==> config.mk <==
export PLATFORM = sky130hd
export DESIGN_NAME = hazard_ctrl_gen
export DESIGN_NICKNAME = d
export VERILOG_FILES = /design/src/rtl/hazard_ctrl_gen.sv
export SDC_FILE = /design/constraint.sdc
export NUM_CORES = 1
export LEC_CHECK = 0
export CAP_MARGIN = 15
export CORE_ASPECT_RATIO = 1.5
export CORE_MARGIN = 4
export CORE_UTILIZATION = 40
export DETAILED_ROUTE_END_ITERATION = 10
export GPL_TIMING_DRIVEN = 0
export HOLD_SLACK_MARGIN = 0.02
export PLACE_DENSITY = 0.81
export SLEW_MARGIN = 10
export SYNTH_ARGS = -nofsm -noshare
export SYNTH_HDL_FRONTEND = slang
export SYNTH_SLANG_ARGS = --single-unit
export TNS_END_PERCENT = 10
==> constraint.sdc <==
create_clock -name CLK -period 3 [get_ports CLK]
set_input_delay 0.6 -clock CLK [delete_from_list [all_inputs] [get_ports CLK]]
set_output_delay 0.6 -clock CLK [all_outputs]
set_load 0.01 [all_outputs]
==> src/rtl/hazard_ctrl_gen.sv <==
// ----------------------------------------------------------------------------
// hazard_ctrl_gen
// Pipeline hazard controller for the 5-stage core (FE/DE/EX/ME/WB).
// Drives the per-stage register enables, the bubble-insert flushes and the
// PC-select mux. Inputs are cache hits, load-use dependencies, jumps and
// branches.
//
// Optional feature macro: HAZARD_PERF_CNT_EN
//   When defined, two saturating performance counters are added.
//   stall_cnt counts cycles with pc_en=0.
//   flush_cnt counts cycles with any flush asserted.
//   When undefined, those ports and registers do not exist.
//
// Parameters
//   REG_AW   register-address width
//   LINK_REG register written by jal; a load into it stalls a following jr
//   BR_IN_EX 1: branch resolved in EX from the registered pcsrc
//            0: branch resolved in DE from the live de_pcsrc
//   TMO_W    memory-wait watchdog width; timeout after 2**TMO_W-1 wait cycles
//   PERF_W   performance counter width
//
// Ports
//   CLK, RST                        clock (rising edge), async active-high reset
//   ihit, dhit                      icache / dcache hit this cycle
//   me_ldst                         ME stage holds lw/sw
//   ex_ren, ex_wen                  EX stage holds a load / a store
//   ex_rdst, me_rdst                EX / ME destination registers
//   de_rs, de_rt                    DE source registers
//   de_pcsrc                        0 seq, 1 jr, 2 j/jal, 3 beq, 4 bne
//   br_equal                        comparator result for the resolving branch
//   pc_en .. wb_en                  stage register enables
//   de_flush, ex_flush, me_flush    stage bubble insert
//   pc_sel                          0 pc+4, 1 jr, 2 jump, 3 branch
//   mem_timeout                     sticky watchdog flag, cleared only by RST
//   fsm_state                       debug view of the wait FSM (0 RUN,
//                                   1 MEM_WAIT, 2 FETCH_WAIT)
//   stall_cnt, flush_cnt            perf counters (HAZARD_PERF_CNT_EN only)
//
// Handshake note: there is no valid/ready pair here. A stage advances in a
// cycle exactly when its enable is 1 at the rising edge. A flush replaces
// the stage contents with a bubble on that same edge.
// ----------------------------------------------------------------------------
module hazard_ctrl_gen #(
    parameter int REG_AW   = 5,
    parameter int LINK_REG = 31,
    parameter int BR_IN_EX = 1,
    parameter int TMO_W    = 8,
    parameter int PERF_W   = 32
) (
    input  logic              CLK,
    input  logic              RST,
    input  logic              ihit,
    input  logic              dhit,
    input  logic              me_ldst,
    input  logic              ex_ren,
    input  logic              ex_wen,
    input  logic [REG_AW-1:0] ex_rdst,
    input  logic [REG_AW-1:0] me_rdst,
    input  logic [REG_AW-1:0] de_rs,
    input  logic [REG_AW-1:0] de_rt,
    input  logic [2:0]        de_pcsrc,
    input  logic              br_equal,
    output logic              pc_en,
    output logic              de_en,
    output logic              ex_en,
    output logic              me_en,
    output logic              wb_en,
    output logic              de_flush,
    output logic              ex_flush,
    output logic              me_flush,
    output logic [1:0]        pc_sel,
    output logic              mem_timeout,
    output logic [1:0]        fsm_state
`ifdef HAZARD_PERF_CNT_EN
    ,
    output logic [PERF_W-1:0] stall_cnt,
    output logic [PERF_W-1:0] flush_cnt
`endif
);

    localparam logic [2:0] PCSRC_JR  = 3'd1;
    localparam logic [2:0] PCSRC_JMP = 3'd2;
    localparam logic [2:0] PCSRC_BEQ = 3'd3;
    localparam logic [2:0] PCSRC_BNE = 3'd4;

    localparam logic [1:0] SEL_PC4 = 2'd0;
    localparam logic [1:0] SEL_JR  = 2'd1;
    localparam logic [1:0] SEL_JMP = 2'd2;
    localparam logic [1:0] SEL_BR  = 2'd3;

    localparam logic [REG_AW-1:0] LINK_ADDR = REG_AW'(LINK_REG);
    localparam logic [TMO_W-1:0]  WD_MAX    = '1;

    typedef enum logic [1:0] {
        ST_RUN        = 2'd0,
        ST_MEM_WAIT   = 2'd1,
        ST_FETCH_WAIT = 2'd2
    } state_t;

    state_t           state, state_nxt;
    logic [2:0]       br_pcsrc;
    logic [TMO_W-1:0] wd_cnt, wd_nxt, wd_inc;
    logic             tmo_set;
    logic             fw_entry;

    logic [2:0] br_src;
    logic       br_taken;
    logic       raw_haz;
    logic       link_haz;
    logic       ldst_hit;

    // me_rdst is part of the stage interface but carries no hazard here.
    // Any load in ME is handled by the wait FSM, not by forwarding checks.
    logic       me_rdst_unused;
    assign me_rdst_unused = ^me_rdst;

    // --------------------------------------------------------------------
    // Hazard detection
    // --------------------------------------------------------------------
    // A nonzero destination is required. That alone keeps register 0 out
    // of every match, because equality with a nonzero rdst implies a
    // nonzero source.
    assign raw_haz  = (ex_ren | ex_wen) && (ex_rdst != '0) &&
                      ((ex_rdst == de_rs) || (ex_rdst == de_rt));
    assign link_haz = ex_ren && (LINK_ADDR != '0) && (ex_rdst == LINK_ADDR) &&
                      (de_pcsrc == PCSRC_JR);

    // In EX mode the branch type is the one latched when the branch left DE.
    assign br_src   = (BR_IN_EX != 0) ? br_pcsrc : de_pcsrc;
    assign br_taken = ((br_src == PCSRC_BEQ) &&  br_equal) ||
                      ((br_src == PCSRC_BNE) && !br_equal);

    assign ldst_hit = me_ldst && ihit && dhit;

    assign wd_inc   = (wd_cnt == WD_MAX) ? wd_cnt : wd_cnt + 1'b1;

    // --------------------------------------------------------------------
    // Next state and outputs
    // --------------------------------------------------------------------
    always_comb begin
        state_nxt = state;
        wd_nxt    = wd_cnt;
        tmo_set   = 1'b0;
        pc_en     = 1'b0;
        de_en     = 1'b0;
        ex_en     = 1'b0;
        me_en     = 1'b0;
        wb_en     = 1'b0;
        de_flush  = 1'b0;
        ex_flush  = 1'b0;
        me_flush  = 1'b0;
        pc_sel    = SEL_PC4;

        case (state)
            ST_RUN: begin
                if (me_ldst && !dhit) begin
                    state_nxt = ST_MEM_WAIT;
                end else if (me_ldst && dhit && !ihit) begin
                    state_nxt = ST_FETCH_WAIT;
                end

                if (ldst_hit) begin
                    // A memory op that hits both caches takes priority over
                    // every DE/EX hazard.
                    pc_en = ihit;
                    de_en = ihit;
                    ex_en = ihit;
                    me_en = ihit;
                    wb_en = ihit;
                end else if (raw_haz || link_haz) begin
                    // Hold FE/DE and insert a bubble into EX so the
                    // producer drains one stage ahead.
                    me_en    = ihit;
                    wb_en    = ihit;
                    ex_flush = ihit;
                end else if (br_taken) begin
                    pc_sel   = SEL_BR;
                    pc_en    = ihit;
                    me_en    = ihit;
                    wb_en    = ihit;
                    de_flush = ihit;
                    ex_flush = (BR_IN_EX != 0) ? ihit : 1'b0;
                end else if (de_pcsrc == PCSRC_JMP) begin
                    pc_sel   = SEL_JMP;
                    pc_en    = ihit;
                    ex_en    = ihit;
                    me_en    = ihit;
                    wb_en    = ihit;
                    de_flush = ihit;
                end else if (de_pcsrc == PCSRC_JR) begin
                    pc_sel   = SEL_JR;
                    pc_en    = ihit;
                    ex_en    = ihit;
                    me_en    = ihit;
                    wb_en    = ihit;
                    de_flush = ihit;
                end else begin
                    pc_en = ihit;
                    de_en = ihit;
                    ex_en = ihit;
                    me_en = ihit;
                    wb_en = ihit;
                end
            end

            ST_MEM_WAIT: begin
                // The whole pipe is frozen while the dcache refills.
                if (dhit && ihit) begin
                    state_nxt = ST_RUN;
                    wd_nxt    = '0;
                end else if (dhit) begin
                    state_nxt = ST_FETCH_WAIT;
                    wd_nxt    = '0;
                end else begin
                    wd_nxt  = wd_inc;
                    tmo_set = (wd_inc == WD_MAX);
                end
            end

            ST_FETCH_WAIT: begin
                // The load finished in ME. Retire it into WB once, then keep
                // a bubble in ME until the icache delivers.
                wb_en    = fw_entry;
                me_flush = fw_entry;
                if (ihit) begin
                    state_nxt = ST_RUN;
                end
            end

            default: begin
                state_nxt = ST_RUN;
            end
        endcase
    end

    // --------------------------------------------------------------------
    // State registers
    // --------------------------------------------------------------------
    always_ff @(posedge CLK or posedge RST) begin
        if (RST) begin
            state       <= ST_RUN;
            br_pcsrc    <= 3'd0;
            wd_cnt      <= '0;
            mem_timeout <= 1'b0;
            fw_entry    <= 1'b0;
        end else begin
            state    <= state_nxt;
            wd_cnt   <= wd_nxt;
            fw_entry <= (state_nxt == ST_FETCH_WAIT) && (state != ST_FETCH_WAIT);
            if (tmo_set) begin
                mem_timeout <= 1'b1;
            end
            // Without ihit the fetch is stalled. A pending branch type must
            // then survive, so it is only replaced on a hit.
            if (ihit) begin
                br_pcsrc <= de_pcsrc;
            end
        end
    end

    assign fsm_state = state;

`ifdef HAZARD_PERF_CNT_EN
    localparam logic [PERF_W-1:0] PERF_MAX = '1;

    always_ff @(posedge CLK or posedge RST) begin
        if (RST) begin
            stall_cnt <= '0;
            flush_cnt <= '0;
        end else begin
            if (!pc_en && (stall_cnt != PERF_MAX)) begin
                stall_cnt <= stall_cnt + 1'b1;
            end
            if ((de_flush || ex_flush || me_flush) && (flush_cnt != PERF_MAX)) begin
                flush_cnt <= flush_cnt + 1'b1;
            end
        end
    end
`endif

endmodule

==> flow_summary.json, run 1 <==
{
  "cts_buffers": 3,
  "crit_fanout": 4,
  "p_clk_frac": 0.269,
  "dr.pass1.iters": 4,
  "hold_violations": 0,
  "swShare": 0.3133,
  "areaGrowthSynthToFinish_pct": 42.70,
  "postSynthAreaPerCell_um2": 8.501,
  "setup_viol": 0,
  "timing.hold.ws_ns": 0.4753,
  "yosysWarnings": 0,
  "core_um2": 2676,
  "grt_util_all_layers": 0.1770,
  "fill_cells": 232,
  "crit_slowest_cell": "or4_4",
  "ys_types": 40,
  "multi_input_area_um2": 721.9,
  "start_util": 0.4161,
  "hold_depth": 1,
  "reg2regPathDepth": 6,
  "crit_start": "ex_rdst[1]",
  "clk_path_buf_depth": 2,
  "dieArea_um2": 3709,
  "power_switching_w": 0.0001886,
  "status": "finished clean",
  "synthesis.area_um2": 1114,
  "worstReg2RegStart": "wd_cnt[0]",
  "fmaxAchievable_mhz": 345.7,
  "die_h_um": 72.62,
  "cts_tree": "built",
  "grt_pass1_wl_um": 5037,
  "post-dp-hpwl_um": 2380,
  "cp.required_ns": 2.40,
  "finalWorstSetupSlack_ns": 0.1073,
  "tightest_slew_ns": 0.5408,
  "drt_wl_total_um": 2978,
  "slowest_delay_ns": 0.56,
  "fp.dieW_um": 51.08,
  "cap_viol_max_count": 0,
  "grt_pass1_vias": 1203,
  "seqCellArea_um2": 375.4,
  "skew_ns": 0.002132,
  "wl_per_cell_um": 14.18,
  "crit_chain": "dlygate4sd2_1 > or4_4 > o22ai_4 > o21ai_2 > buf_4 > nor3_1 > clkdlybuf4s15_2",
  "drive_gt1_frac": 0.1272,
  "ant_nets": 0,
  "vdd_drop_max_uv": 322.2,
  "root_buffer": "clkbuf_8",
  "synth_fp_nets": 163,
  "port_buffers": 37,
  "pre_cts_slack_ns": -0.4091,
  "synth_top_area_cell": "dfrtp_1",
  "overflow": 0,
  "route.detailed.drc": 0,
  "placed_area_um2": 1530,
  "p_total_w": 0.0006018,
  "insertion_delay_ns": 0.25,
  "synth_flop_cell": "dfrtp_1",
  "clk_pin_slew_ns": 0.05,
  "antenna_cells": 0,
  "start_kind": "primary input",
  "placedCellCount": 205,
  "synth_edf_count": 0,
  "async_flop_share": 1.000,
  "grt_max_degree": 16,
  "yosysTopAreaCellShare": 0.3371,
  "slew_viol_final": 0,
  "fin_crit_sh": 0.9642,
  "criticalPathCategory": "in -> out",
  "intPower_w": 0.0004132,
  "p_comb_frac": 0.312,
  "max_slew_margin": 0.6390,
  "netlist_top_cells_area": "dfrtp_1 (34%), xor2_1 (8.7%), a21oi_1 (5.4%)",
  "core.rowCount": 23,
  "leakagePower_nw": 0.7245,
  "yosysSeqAreaShare": 0.3371,
  "h-tree-depth": 1,
  "ios": 44,
  "rsz0062_at_grt": "no",
  "powerDensity_nw_per_um2": 378.7,
  "pwr-share-seq": 0.419,
  "worstPathArrival_ns": 2.29,
  "hold_path_class": "reg -> reg",
  "vias": 1156,
  "hold_start": "mem_timeout",
  "place_congestion": 0.9077,
  "via_per_inst": 5.505,
  "design_area_um2": 1589,
  "cts.sinks": 15,
  "antenna_found_initial": 0,
  "period_needed_ns": 2.893,
  "cts_hold_buffers": 0,
  "synth_seq_cells": 15,
  "layout.nets": 206,
  "synthesis.instances": 131,
  "stdcell_count": 210,
  "drt-initial-drc-count": 45,
  "end_kind": "primary output"
}
==> power by group through the flow <==
stage / clock (W) / sequential, W / combinational, W
floorplan: 0 / 0.000249 / 0.000104
global placement: 0 / 0.000253 / 0.000185
detailed placement: 0 / 0.000255 / 0.000192
CTS: 0.000167 / 0.000251 / 0.000189
global route: 0.000172 / 0.000258 / 0.000212
finish: 0.000162 / 0.000252 / 0.000188
==> layout by cell type (no fill, tap or decap), drive strengths merged, types with 2 or more instances in the layout <==
cell,instances
a21oi,12
a31o,2
a41o,2
and2,2
and3,4
clkbuf,9
clkdlybuf4s15,3
clkdlybuf4s50,22
dfrtp,15
dlygate4sd2,9
dlymetal6s2s,2
inv,4
mux2,3
nand2,12
nand2b,2
nand3,6
nor2,12
nor2b,3
nor3,6
nor3b,2
o21ai,9
o21bai,2
xor2,11
==> layer usage <==
metal / GRT usage / up-vias / wire length (um)
met1: 0.1792 / 528 / 1124
met2: 0.3314 / 61 / 1572
met4: 0.09880 / 0 / 62
met5: 0 / - / 0
met3: 0.03067 / 7 / 219
li1: - / 560 / -
==> timing repair <==
| action | in CTS | in global routing |
|---|---|---|
| endpoints found under the setup margin | 7 | 4 |
| resized for setup | 24 | 5 |
| hold endpoints to repair | 0 | 0 |
| pin swaps | 2 | 0 |
| setup buffers | 1 | 0 |
==> worst paths after layout <==
check	end	slack, ns
worst min-delay path	mem_timeout	0.48
worst max register to register	wd_cnt[1]	1.23
worst max-delay path	pc_sel[1]	0.11
max in group asynchronous	fsm_state[0]	1.95
min in group asynchronous	fw_entry	0.70
worst min register to register	mem_timeout	0.48
==> flip-flops by register name, indices dropped and copies added, names as in the netlist <==
signal	cells
mem_timeout	1
br_pcsrc	3
fw_entry	1
fsm_state	2
wd_cnt	8
==> synth_stat cells, types with 2 or more instances <==
master / number
dfrtp_1: 15
a21oi_1: 12
nor2_1: 12
nand2_1: 11
xor2_1: 11
o21ai_0: 7
nand3_1: 6
nor3_1: 6
and3_1: 4
clkbuf_1: 4
inv_1: 4
mux2_2: 3
a31o_2: 2
a41o_1: 2
and2_1: 2
nand2b_1: 2
nor2b_1: 2
nor3b_1: 2
o21ai_2: 2
o21bai_1: 2
==> kinds of logic after synthesis <==
| logic type | share of synthesized area |
|---|---|
| simple gates | 0.2921 |
| buf+inv | 0.02696 |
| flops | 0.3371 |
| compound gates | 0.2079 |
| fa+ha+maj | 0.01123 |
| xor+xnor | 0.09438 |
| mux | 0.03033 |
==> final cells by class <==
cell class | count | share of cell area
Buffer | 4 | 0.009449
Timing Repair Buffer | 38 | 0.2331
Sequential cell | 15 | 0.2362
Multi-Input combinational cell | 108 | 0.4543
Inverter | 4 | 0.009449
Tap cell | 37 | 0.02913
Clock buffer | 4 | 0.02835
==> per-stage QoR <==
stage	utilization	TNS [ns]
2_1_floorplan	-	0
5_1_grt	0.5937	0
3_3_place_gp	0.5718	-2.081
3_5_place_dp	0.5718	-2.262
6_report	0.5937	0
4_1_cts	0.5933	0
==> critical path, delay by kind of cell <==
family                 cells  cell delay [ns]
and+or+nand+nor            2             0.76
buffers and inverters      3             0.70
AOI/OAI and AO/OA          2             0.23
No activity file was read; power rests on OpenSTA's default activity.
==> inputs of run 2 (changes only) <==
- CAP_MARGIN: 15 -> 20
- CORE_UTILIZATION: 40 -> 30
- PLACE_DENSITY: 0.81 -> 0.65
- clock period: 3 -> 3.7 ns (I/O delays scaled with it)
==> run 2 against run 1 <==
  * Hold slack worse by 0.0020 ns
  * Final cell count is 1.9% higher
  * Sequential power down 19%
  * Register-to-register slack improved by 0.68 ns
  * Clock skew is 0.0032 ns higher
  * Die area grew 29%
  * Flip-flop and latch count stayed put
  * Clock-buffer cell count fell by 1
  * Wire length up 3.6%
  * Via count shrank 2.4%
  * Global-route usage down 3.6 points
  * Critical path type unchanged
  * Critical endpoint is now pc_sel[0]
  * Largest power group unchanged
==> flow_summary.json, run 2 (synthesized netlist as in run 1, its figures left out) <==
{
  "status": "finished clean",
  "tightest_slew_ns": 0.5981,
  "period_needed_ns": 3.645,
  "via_per_inst": 5.271,
  "grtUsageMet3": 0.02955,
  "crit_slowest_cell": "or4_1",
  "final_util": 0.4558,
  "max_flop_register": "wd_cnt",
  "slowest_delay_ns": 0.60,
  "placedCellCount": 210,
  "areaGrowthSynthToFinish_pct": 42.47,
  "skew_ns": 0.005286,
  "vias": 1128,
  "p_clk_frac": 0.271,
  "met2_usage": 0.2692,
  "ios": 44,
  "hold_start": "mem_timeout",
  "criticalPathCategory": "in -> out",
  "core.rowCount": 26,
  "crit_start": "ex_rdst[1]",
  "antenna_cells": 0,
  "cp.required_ns": 2.96,
  "dr.pass1.iters": 4,
  "slew_viol_final": 0,
  "critPathBufInv": 2,
  "ant_nets": 0,
  "worstSetupPathDepth": 6,
  "pwr-share-seq": 0.412,
  "final_common_cell": "clkdlybuf4s50_1",
  "fin_crit_sh": 0.9850,
  "cts_buffers": 3,
  "h-tree-depth": 1,
  "wl_per_cell_um": 14.41,
  "grt_pass1_vias": 1157,
  "hold_depth": 1,
  "worstPathArrival_ns": 2.90,
  "fp.dieW_um": 57.75,
  "hold_violations": 0,
  "grt_util_all_layers": 0.1408,
  "overflow": 0,
  "start_kind": "primary input",
  "drt-initial-drc-count": 35,
  "grt_pass1_wl_um": 5257,
  "cts.repair.resized": 1,
  "max_slew_margin": 0.6008,
  "cts_setup_buffers": 0,
  "clk_pin_slew_ns": 0.06,
  "route.detailed.drc": 0,
  "design_area_um2": 1587,
  "insertion_delay_ns": 0.26,
  "intPower_w": 0.0003380,
  "crit_chain": "clkdlybuf4s50_1 > or4_1 > o22ai_4 > o21ai_2 > nor3b_1 > clkdlybuf4s50_1",
  "worstReg2RegStart": "wd_cnt[0]",
  "end_kind": "primary output",
  "stdcell_count": 214,
  "placed_area_um2": 1536,
  "hold_path_class": "reg -> reg",
  "setup_viol": 0,
  "cap_viol_max_count": 0,
  "drt_wl_total_um": 3084,
  "core_um2": 3481,
  "power_switching_w": 0.0001581,
  "groute.layer.met1.usage": 0.1441,
  "powerDensity_nw_per_um2": 312.6,
  "fmaxAchievable_mhz": 274.4,
  "cts_hold_buffers": 0,
  "largest_reg_flops": 8,
  "crit_top_cell": "clkdlybuf4s50_1",
  "layout.nets": 205,
  "reg2regPathDepth": 6,
  "vdd_drop_max_uv": 241.7,
  "crit_family": "buffers and inverters",
  "post-dp-hpwl_um": 2556,
  "antenna_found_initial": 0,
  "port_buffers": 37,
  "rsz0062_at_grt": "no",
  "die_h_um": 82.62,
  "final_cell_mix": "clkdlybuf4s50_1 (34), dfrtp_1 (15), a21oi_1 (12), nor2_1 (12)",
  "leakagePower_nw": 0.7171,
  "busiest_layer": "met2",
  "grt_max_degree": 16,
  "cts.sinks": 15,
  "crit_fanout": 5,
  "place_congestion": 0.8248,
  "start_util": 0.3199,
  "fill_cells": 349,
  "clk_path_buf_depth": 2,
  "dieArea_um2": 4771,
  "drive_gt1_frac": 0.08721,
  "swShare": 0.3186,
  "p_comb_frac": 0.317,
  "root_buffer": "clkbuf_8",
  "cts_tree": "built"
}
-- run 2: changes by cell type in the layout (fill, tap and decap cells not counted), sizes merged --
cell           previous run  this run
clkdlybuf4s50            22        34
dlygate4sd2               9         1
clkdlybuf4s15             3         0
clkbuf                    9         7
buf                       1         0
clkinv                    0         1
-- run 2: layout make-up --
type                    instances  area (um^2)  share of cell area
clock inverters                 1        5.005            0.003155
well taps                      42        52.55             0.03312
clock buffers                   3        41.29             0.02603
inverters                       4        15.01            0.009464
plain buffers                   4        15.01            0.009464
multi-input cells             108        708.2              0.4464
repair buffers                 37        374.1              0.2358
flip-flops and latches         15        375.4              0.2366
-- run 2: per-stage QoR --
step | hold WS [ns] | TNS (ns) | power, W | setup slack (ns)
finish | 0.4733 | 0 | 0.0004960 | 0.05535
CTS | 0.4783 | 0 | 0.0005068 | 0.02283
floorplan | 0.4833 | 0 | 0.0002864 | 1.063
global placement | 0.4594 | 0 | 0.0003590 | 0.009128
global route | 0.5205 | 0 | 0.0005331 | 0.01623
detailed placement | 0.4588 | -0.02728 | 0.0003661 | -0.02728
-- run 2: per-layer routing --
metal / wire, um / share of wire
met5: 0 / 0
met4: 54 / 0.018
met3: 239 / 0.077
met2: 1641 / 0.53
met1: 1148 / 0.37
-- run 2: final timing paths --
path	end	slack (ns)
max in group asynchronous	fw_entry	2.46
min in group asynchronous	br_pcsrc[1]	0.85
min	mem_timeout	0.47
max reg2reg	mem_timeout	1.91
max	pc_sel[0]	0.06
min reg2reg	mem_timeout	0.47
-- run 2: power groups by stage --
stage / Clock (W) / Combinational, W / Sequential (W)
3_5_place_dp: 0 / 0.000160 / 0.000206
5_1_grt: 0.000151 / 0.000173 / 0.000208
2_1_floorplan: 0 / 0.0000843 / 0.000202
3_3_place_gp: 0 / 0.000154 / 0.000205
4_1_cts: 0.000143 / 0.000160 / 0.000203
6_report: 0.000135 / 0.000157 / 0.000204
==> inputs of run 3 (changes only) <==
- SKIP_CTS_REPAIR_TIMING: unset -> 1
==> run 3 against run 2 <==
  * Sequential power is essentially flat
  * Core utilization grew 0.11 points
  * Setup slack is the same
  * Clock skew is the same
  * Hold slack is the same
  * Clock power is essentially flat
  * Non-clock buffer count is the same
  * Total power is essentially flat
  * Maximum frequency is the same
  * Register-to-register slack is essentially flat
  * Final area grew 0.24%
  * Global-route usage is the same
  * Largest power group unchanged
  * Highest routed layer unchanged
==> flow_summary.json, run 3 (synthesized netlist as in run 1, its figures left out) <==
{
  "status": "finished clean",
  "clk_pin_slew_ns": 0.06,
  "hold_violations": 0,
  "h-tree-depth": 1,
  "powerDensity_nw_per_um2": 312.1,
  "start_util": 0.3199,
  "root_buffer": "clkbuf_8",
  "antenna_cells": 0,
  "areaGrowthSynthToFinish_pct": 42.81,
  "grt_util_all_layers": 0.1408,
  "crit_top_cell": "clkdlybuf4s50_1",
  "layout.nets": 205,
  "slowest_delay_ns": 0.60,
  "dr.pass1.iters": 4,
  "cp.required_ns": 2.96,
  "grt_pass1_wl_um": 5257,
  "slew_viol_final": 0,
  "final_common_cell": "clkdlybuf4s50_1",
  "worstPathArrival_ns": 2.90,
  "p_total_w": 0.0004963,
  "skew_ns": 0.005286,
  "stdcell_count": 214,
  "cap_viol_max_count": 0,
  "rsz0062_at_grt": "no",
  "grt_pass1_vias": 1157,
  "end_kind": "primary output",
  "cts_tree": "built",
  "crit_slowest_cell": "or4_1",
  "crit_fanout": 5,
  "route.detailed.drc": 0,
  "vias": 1130,
  "core.rowCount": 26,
  "tightest_slew_ns": 0.5981,
  "fill_cells": 347,
  "crit_family": "buffers and inverters",
  "core_um2": 3481,
  "dieArea_um2": 4771,
  "max_flop_register": "wd_cnt",
  "setup_viol": 0,
  "wl_per_cell_um": 14.41,
  "hold_path_class": "reg -> reg",
  "placed_area_um2": 1536,
  "drive_gt1_frac": 0.08721,
  "start_kind": "primary input",
  "place_congestion": 0.8248,
  "fp.dieW_um": 57.75,
  "leakagePower_nw": 0.7249,
  "antenna_found_initial": 0,
  "max_slew_margin": 0.6008,
  "ant_nets": 0,
  "via_per_inst": 5.280,
  "critPathBufInv": 2,
  "cts.sinks": 15,
  "grt_max_degree": 16,
  "cts_buffers": 3,
  "criticalPathCategory": "in -> out",
  "crit_chain": "clkdlybuf4s50_1 > or4_1 > o22ai_4 > o21ai_2 > nor3b_1 > clkdlybuf4s50_1",
  "placedCellCount": 210,
  "design_area_um2": 1590,
  "drt_wl_total_um": 3083,
  "clk_path_buf_depth": 2,
  "die_h_um": 82.62,
  "port_buffers": 37,
  "ios": 44,
  "insertion_delay_ns": 0.26,
  "fmaxAchievable_mhz": 274.4,
  "fin_crit_sh": 0.9850,
  "largest_reg_flops": 8,
  "final_cell_mix": "clkdlybuf4s50_1 (34), dfrtp_1 (15), a21oi_1 (12), nor2_1 (12)",
  "vdd_drop_max_uv": 241.7,
  "drt-initial-drc-count": 35,
  "post-dp-hpwl_um": 2556,
  "period_needed_ns": 3.645,
  "overflow": 0
}
## run 3: cell count changes in the layout (fill, tap and decap cells not counted), sizes merged
cell          before  now
dlymetal6s2s       2    3
dlygate4sd2        1    0
## run 3: metal layers
layer,up-vias,track usage,share of wire
met3,5,0.02955,0.078
met2,40,0.2692,0.53
met1,530,0.1441,0.37
met4,0,0.06265,0.018
li1,555,-,-
met5,-,0,0
## run 3: cell type report
class / count / area, um^2 / area share
multi-input cells: 108 / 708.2 / 0.4453
repair buffers: 37 / 377.9 / 0.2376
flip-flops and latches: 15 / 375.4 / 0.2360
well taps: 42 / 52.55 / 0.03304
clock buffers: 3 / 41.29 / 0.02596
plain buffers: 4 / 15.01 / 0.009441
inverters: 4 / 15.01 / 0.009441
clock inverters: 1 / 5.005 / 0.003147
## run 3: final timing paths
kind | startpoint | end | slack (ns) | cells past startpoint
min | mem_timeout | mem_timeout | 0.47 | 1
min reg2reg | mem_timeout | mem_timeout | 0.47 | 1
min in group asynchronous | RST | br_pcsrc[1] | 0.85 | 2
max reg2reg | wd_cnt[0] | mem_timeout | 1.91 | 6
max in group asynchronous | RST | fw_entry | 2.46 | 2
max | ex_rdst[1] | pc_sel[0] | 0.06 | 6
## run 3: metrics by stage
stage / utilization / hold WS (ns) / TNS (ns) / setup slack (ns)
6_report: 0.4569 / 0.4733 / 0 / 0.05535
5_1_grt: 0.4569 / 0.5205 / 0 / 0.01623
4_1_cts: 0.4547 / 0.4783 / -0.02612 / -0.02612
3_5_place_dp: 0.4414 / 0.4588 / -0.02728 / -0.02728
3_3_place_gp: 0.4414 / 0.4594 / 0 / 0.009128
2_1_floorplan: - / 0.4833 / 0 / 1.063
## run 3: power by group
group          internal (W)  switching [W]  leakage, nW
Combinational     0.0000818      0.0000756        0.502
Sequential         0.000182      0.0000227        0.198
Clock             0.0000748      0.0000597       0.0255
Total              0.000338       0.000158        0.725
